$ cat src/rtl/scroll_ctrl_pkg.sv
// Shared types and constants for the tilemap scroll counter sequencer.
// Optional flip support is enabled by defining SCROLL_CTRL_FLIP_EN.
package scroll_ctrl_pkg;

  localparam int unsigned SCROLL_W = 9;

  localparam logic SCRL_LO = 1'b0;
  localparam logic SCRL_HI = 1'b1;

  typedef enum logic [1:0] {
    WAIT_HB = 2'd0,
    LOAD    = 2'd1,
    BLANK   = 2'd2,
    RUN     = 2'd3
  } state_e;

  // Scroll value plus offset, wrapped to the counter width and optionally inverted for flip.
  function automatic logic [SCROLL_W-1:0] load_value(input logic [SCROLL_W-1:0] active,
                                                      input logic [SCROLL_W-1:0] offset,
                                                      input logic                inv);
    logic [SCROLL_W-1:0] sum;
    sum = SCROLL_W'(active + offset);
    return inv ? ~sum : sum;
  endfunction

endpackage

$ cat src/rtl/tick_edge_detect.sv
// Rising-edge detector for a level pixel enable; history resets high so the
// first cycle after reset can never produce a tick.
module tick_edge_detect (
  input  logic clk,
  input  logic Reset,
  input  logic cen_i,
  output logic tick_c_o
);

  logic cen_q;

  always_ff @(posedge clk) begin
    if (Reset) begin
      cen_q <= 1'b1;
    end else begin
      cen_q <= cen_i;
    end
  end

  assign tick_c_o = cen_i & ~cen_q;

endmodule

$ cat src/rtl/scroll_counter_ctrl.sv
// Sequencer for one 9-bit scroll counter: shadow/active scroll registers, vblank
// commit and per-line load/count control. Define SCROLL_CTRL_FLIP_EN for flip support.
module scroll_counter_ctrl
  import scroll_ctrl_pkg::*;
#(
  parameter logic [SCROLL_W-1:0] OFFSET = 9'd0
) (
  input  logic                clk,
  input  logic                Reset,
  input  logic                cen,
  input  logic                hblank,
  input  logic                vblank,
  input  logic                flip,
  input  logic                pause,
  input  logic                cpu_wr,
  input  logic                cpu_addr,
  input  logic [7:0]          cpu_din,
  output logic                cnt_load_n,
  output logic                cnt_ent_n,
  output logic                cnt_enp_n,
  output logic                cnt_dir,
  output logic [SCROLL_W-1:0] cnt_p,
  output logic                pending
);

  logic                tick;
  logic                hb_q, vb_q;
  logic                hb_rise, vb_rise;
  logic                commit;
  logic                flip_v;
  state_e              state_q, state_d;
  logic [SCROLL_W-1:0] shadow_q, shadow_d;
  logic [SCROLL_W-1:0] active_q, active_d;
  logic                pending_q, pending_d;
  logic                load_n_q, load_n_d;
  logic                ent_n_q, ent_n_d;
  logic                enp_n_q, enp_n_d;
  logic [SCROLL_W-1:0] p_q, p_d;

  tick_edge_detect u_tick (
    .clk      (clk),
    .Reset    (Reset),
    .cen_i    (cen),
    .tick_c_o (tick)
  );

`ifdef SCROLL_CTRL_FLIP_EN
  logic dir_q;

  assign flip_v = flip;

  always_ff @(posedge clk) begin
    if (Reset) begin
      dir_q <= 1'b1;
    end else if (tick) begin
      dir_q <= ~flip;
    end
  end

  assign cnt_dir = dir_q;
`else
  logic unused_flip;

  assign unused_flip = flip;
  assign flip_v      = 1'b0;
  assign cnt_dir     = 1'b1;
`endif

  // Blank edges are judged against the previous tick's sample, not the previous clk.
  assign hb_rise = hblank & ~hb_q;
  assign vb_rise = vblank & ~vb_q;

  always_ff @(posedge clk) begin
    if (Reset) begin
      hb_q      <= 1'b0;
      vb_q      <= 1'b0;
      state_q   <= WAIT_HB;
      shadow_q  <= '0;
      active_q  <= '0;
      pending_q <= 1'b0;
      load_n_q  <= 1'b1;
      ent_n_q   <= 1'b1;
      enp_n_q   <= 1'b1;
      p_q       <= '0;
    end else begin
      if (tick) begin
        hb_q <= hblank;
        vb_q <= vblank;
      end
      state_q   <= state_d;
      shadow_q  <= shadow_d;
      active_q  <= active_d;
      pending_q <= pending_d;
      load_n_q  <= load_n_d;
      ent_n_q   <= ent_n_d;
      enp_n_q   <= enp_n_d;
      p_q       <= p_d;
    end
  end

  always_comb begin
    state_d   = state_q;
    shadow_d  = shadow_q;
    active_d  = active_q;
    pending_d = pending_q;
    load_n_d  = load_n_q;
    ent_n_d   = ent_n_q;
    enp_n_d   = enp_n_q;
    p_d       = p_q;
    commit    = tick & vb_rise & pending_q;

    // Commit reads the pre-write shadow; a same-clk CPU write keeps pending set.
    if (commit) begin
      active_d  = shadow_q;
      pending_d = 1'b0;
    end
    if (cpu_wr) begin
      if (cpu_addr == SCRL_LO) begin
        shadow_d[7:0] = cpu_din;
      end else begin
        shadow_d[SCROLL_W-1] = cpu_din[0];
      end
      pending_d = 1'b1;
    end

    if (tick) begin
      unique case (state_q)
        WAIT_HB: if (hb_rise) state_d = LOAD;
        LOAD:    state_d = hblank ? BLANK : RUN;
        BLANK:   if (!hblank) state_d = RUN;
        RUN:     if (hb_rise) state_d = LOAD;
        default: state_d = WAIT_HB;
      endcase

      load_n_d = (state_d != LOAD);
      ent_n_d  = (state_d != RUN);
      enp_n_d  = (state_d == RUN) ? pause : 1'b1;
      if (state_d == LOAD) begin
        p_d = load_value(active_q, OFFSET, flip_v);
      end
    end
  end

  assign cnt_load_n = load_n_q;
  assign cnt_ent_n  = ent_n_q;
  assign cnt_enp_n  = enp_n_q;
  assign cnt_p      = p_q;
  assign pending    = pending_q;

endmodule

$ cat config.mk
export PLATFORM = sky130hd
export DESIGN_NAME = scroll_counter_ctrl
export DESIGN_NICKNAME = d
export VERILOG_FILES = /design/src/rtl/scroll_ctrl_pkg.sv /design/src/rtl/tick_edge_detect.sv /design/src/rtl/scroll_counter_ctrl.sv
export SDC_FILE = /design/constraint.sdc
export NUM_CORES = 1
export LEC_CHECK = 0
export CAP_MARGIN = 20
export CORE_MARGIN = 4
export CORE_UTILIZATION = 45
export CTS_CLUSTER_SIZE = 28
export DETAILED_ROUTE_END_ITERATION = 6
export PLACE_DENSITY = 0.7
export SYNTH_ARGS = -nofsm -noshare
export SYNTH_HDL_FRONTEND = slang
export SYNTH_SLANG_ARGS = --single-unit
$ cat constraint.sdc
create_clock -name clk -period 5.1 [get_ports clk]
set_input_delay 1.02 -clock clk [delete_from_list [all_inputs] [get_ports clk]]
set_output_delay 1.02 -clock clk [all_outputs]
set_load 0.005 [all_outputs]
# After elaboration in Yosys (flattened, before gate mapping)
# Cells that the tools add are included.
[word_totals] wordCells=42 reg_bits=36 inputBits=17
[op_classes] eq_ne=7 bitwise_logic=9 n_reduce_logical=6 muxes=8
[op_table] operator="equality test 2 bit (second input constant)" count=3
[op_table] operator="2-to-1 mux 2 bit" count=3
[op_table] operator="case mux 2 bit (3 select lines)" count=1
[op_table] operator="AND reduction 2 bit" count=3
[op_table] operator="bitwise AND 1 bit" count=5
[op_table] operator="equality test 2 x 1 -> 1 bit (second input constant)" count=2
[op_table] operator="2-to-1 mux 1 bit" count=4
[op_table] operator="NOT 1 bit" count=4
[op_table] operator="zero test 2 bit" count=1
[op_table] operator="inequality test 2 x 1 -> 1 bit (second input constant)" count=1
[op_table] operator="inequality test 2 bit (second input constant)" count=1
[op_table] operator="nonzero test 2 bit" count=1
[op_table] operator="OR reduction 2 bit" count=1

# Longest topological paths before layout
[depth] word_depth=7 depth_mapped=7

# Modules after synthesis
# Synthesis repeated with hierarchy kept, for this count alone.
[hier_totals] hier_cells=146 hier_area_um2=1396.3
[by_module_without_submodules] module="scroll_counter_ctrl" seq_area_each_um2=700.7 area_each_um2=1363.8 cells_each=143 n_inst=1
[by_module_without_submodules] module="tick_edge_detect" seq_area_each_um2=20.0 area_each_um2=32.5 cells_each=3 n_inst=1

# Worst setup path before layout
# Ideal clock, no wire load.
[synth_timing] path_type="input port to flip-flop" from="input port cen" to="register state_q[1]" required_ns=4.985 stages=5 path_buffers=1 setup_slack_ns=3.044 arrival_time_ns=1.942 setup_time_ns=0.115 cell_sequence="or4b_4 buf_6 a31oi_4 nor2_2 o21a_1"
[synth_via] elab_chain_cells=1
[synth_rtl] item="start, declared" line_no="scroll_counter_ctrl.sv:10" text="input logic cen,"
[synth_rtl] item="bitwise AND 1 bit" line_no="tick_edge_detect.sv:20" text="assign tick_c_o = cen_i & ~cen_q;"
[synth_rtl] item="end signal, assigned" line_no="scroll_counter_ctrl.sv:90" text="state_q <= state_d;"
[synth_rtl] item="end, declared" line_no="scroll_counter_ctrl.sv:31" text="state_e state_q, state_d;"
# Every way passes these cells.
# A chain may end at the register's enable or synchronous reset.

# Worst setup path after layout
[layout_timing] from="input port cen" to="register active_q[3]"
[layout_via] elab_chain_cells=3
[layout_rtl] item="bitwise AND 1 bit" line_no="tick_edge_detect.sv:20"
[layout_rtl] item="bitwise AND 1 bit (2 in series)" line_no="scroll_counter_ctrl.sv:110" text="commit = tick & vb_rise & pending_q;"
[layout_rtl] item="end signal, assigned" line_no="scroll_counter_ctrl.sv:92" text="active_q <= active_d;"
[layout_rtl] item="end, declared" line_no="scroll_counter_ctrl.sv:33" text="logic [SCROLL_W-1:0] active_q, active_d;"
# Every way passes these cells.

==> results.md <==
* Status: finished, final reports clean
* Final #Nets at 225
* Fillers at 338
* Global-route wire length before repair at 5947 um
* Largest net degree at the start of global routing at 44
* Syn avg cell area at 9.412 um^2
* Ports at 31
* Pwr dens at between 200 and 300 nW/um^2
* Top cell type's share of synthesized area at 42.07%
* Port Buffer Count at 28
* Later-pin clock latency in the skew report at between 0.2 and 0.3 ns
* Hold crit path type: flip-flop to flip-flop
* Vias in the first global route at 1296
* Startpoint type of the worst setup path: primary input
* FF-to-FF setup slack at around 3 ns
* WHS Endpoint: shadow_q[8]
* Yosys reg bits at 36
* Worst r2r src: u_tick.cen_q
* TritonCTS clock tree: yes
* Setup tns final at 0 ns
* CTS Sinks at 36
* Post-CTS Setup Inserts at 0
* Count of cell types in the netlist at 30
* Hold path cells at 2
* Avg WL per Cell at between 10 and 15 um
* Fraction of the yosys area taken by sequential cells at 42.07%
* GR Util All Layers at 15.09%
* Achievable Freq at 320.9 MHz
* Final antenna-violating net count at 0
* DRT Pass-1 Iters at 4
* RSZ-0062 raised after global routing: no
* Vias at 1369
* Max-slew violations at 0
* Die area at 4857 um^2
* Util after Layout at 56.60%
* H-tree depth at 2
* Area growth from synthesis to layout at 20.96%
* Cts bufs inserted at 5
* Top post-synthesis cells by area: dfxtp_1, mux2i_1, nor3b_2
* Clock skew at 0.003159 ns
* Main synth FF type: dfxtp_1
* Reg-to-reg critical path endpoint: active_q[3]
* Crit end category: flip-flop
* Worst Path Required at 5.26 ns
* FFs w/ async S/R, synth at 0%
* Die Ht at 69.70 um
* Die Width at between 60 and 70 um
* Slew @ Worst Pin at roughly 0.84 ns
* Worst-case reg-to-reg path depth at 4
* Row count at 22
* Clock Pin Slew Worst Setup and Hold Paths at 0.07 ns
* Hold Crit Start: shadow_q[8]
* Synthesized cell area at 1713 um^2
* Critical path type: primary input to flip-flop
* Max IR drop VDD at about 0.15 mV
* Buffer depth of the longest clock path at 2
* Diode count at 0
* Post-DP HPWL at ~2400 um
* Minimum clock period at 3.116 ns
* Hold Fails Final Rpt at 0
* WL final at 3502 um
* Core footprint at around 3700 um^2
* Starting Density at ~47%
* CTS Root Buffer Type: clkbuf_8
* EDFF count, synth at 0
* Post-Syn Instances at 182
* Routability cong. at between 0.7 and 0.8
* Via density at 5.390
* Max-slew headroom at 44.02%
* Maxcap violations at 0
* Yosys top cell by area: dfxtp_1
* Resize count post-CTS at 0
* Share of cells above drive strength 1 at 11.65%
* Period utilization at 61.10%
* Initial antenna violation count at 0
* Critical path fanouts, max at 10
* 1st-iter DRT viols at 79
* Hold_buf cts at 0
* GRT Residual Overflow at 0
* Critical path arrival at between 3 and 4 ns
* DRC at 0
* Leakage power at 0.7519 nW
* Setup violations, final at 0
* Yosys Warn Count at 0
* Synth Net Count at 201
## state kept, by name, indices dropped and copies added (netlist names)
signal / count
cnt_load_n: 1
pending: 1
hb_q: 1
shadow_q: 9
active_q: 9
vb_q: 1
u_tick.cen_q: 1
state_q: 2
cnt_p: 9
cnt_ent_n: 1
cnt_enp_n: 1
## layout make-up
class	instances	area, um^2	area share (%)
multi-input cells	130	907.1	43.78
flip-flops and latches	36	720.7	34.78
repair buffers	29	287.8	13.89
clock buffers	5	68.82	3.321
well taps	48	60.06	2.899
inverters	4	15.01	0.7246
clock inverters	2	12.51	0.6039
## per-stage QoR
stage | setup slack (ns) | area (um^2) | std cells | power, mW | hold slack, ns
3_3_place_gp | 1.811 | 1991 | 247 | 0.3540 | 0.4504
3_5_place_dp | 1.689 | 1991 | 247 | 0.3562 | 0.4573
4_1_cts | 1.983 | 2072 | 254 | 0.5451 | 0.4673
6_report | 1.984 | 2072 | 254 | 0.5442 | 0.4637
5_1_grt | 1.803 | 2072 | 254 | 0.5644 | 0.4858
2_1_floorplan | 3.044 | 1713 | 182 | 0.3354 | 0.4357
## synthesized netlist by cell type, types with 4 or more instances
cell and number:
a21oi_1 4, a32oi_1 9, buf_2 5, dfxtp_1 36
mux2i_1 20, nand2_1 21, nor2_1 23, nor2b_1 11
nor3b_2 9, o211ai_1 9, o21ai_0 4
## critical path, stage by stage
cell             delay [ns]
clkdlybuf4s50_1        0.48
nor2b_1                0.68
nand4b_1               0.70
mux2i_1                0.33
nor2_1                 0.06
## layout by cell type, fill, tap and decap left out, types with 2 or more instances in the layout
cell type        count
o211ai_1             9
clkbuf_8             5
nor2b_1             11
nand2b_1             3
o21ai_0              4
nor3b_2              9
or2_2                2
a32oi_1              9
inv_1                3
clkdlybuf4s50_1     28
nand2_1             21
mux2i_1             20
ha_1                 2
dfxtp_1             36
nor2_1              23
a21oi_1              4
nand3b_1             3
## report_power, final
group | switching (mW) | leakage, nW | internal [mW] | total [mW]
clock | 0.102 | 0.0400 | 0.0924 | 0.194
combinational | 0.0317 | 0.419 | 0.0259 | 0.0576
sequential | 0.00464 | 0.292 | 0.288 | 0.293
total | 0.138 | 0.752 | 0.406 | 0.544
## routing by layer
| layer | wire, um | up-vias | track usage, % |
|---|---|---|---|
| met5 | 0 | - | 0 |
| met4 | 54 | 0 | 5.957 |
| met3 | 146 | 5 | 4.638 |
| met2 | 1671 | 28 | 24.58 |
| met1 | 1630 | 657 | 18.54 |
| li1 | - | 679 | - |
## how the worst max path moves through the flow
| stage | startpoint | slack, ns | endpoint | depth (start not counted) |
|---|---|---|---|---|
| final | cen | 1.98 | active_q[3] | 5 |
| after global routing | cen | 1.80 | active_q[4] | 5 |
| after CTS | cen | 1.98 | active_q[3] | 5 |
| after detailed placement | cen | 1.69 | active_q[8] | 5 |
| after global placement | cen | 1.81 | active_q[6] | 5 |
| after floorplan | cen | 3.04 | state_q[1] | 5 |
## kinds of logic after synthesis
kind of cell             synth area share [%]
AO/OA/AOI/OAI                           13.59
multiplexers                            11.69
flip-flops                              42.07
AND/OR/NAND/NOR                         26.00
other                                  0.2189
buffers and inverters                   4.966
adder cells (fa/ha/maj)                 1.461
Power figures use the tool's default switching activity.
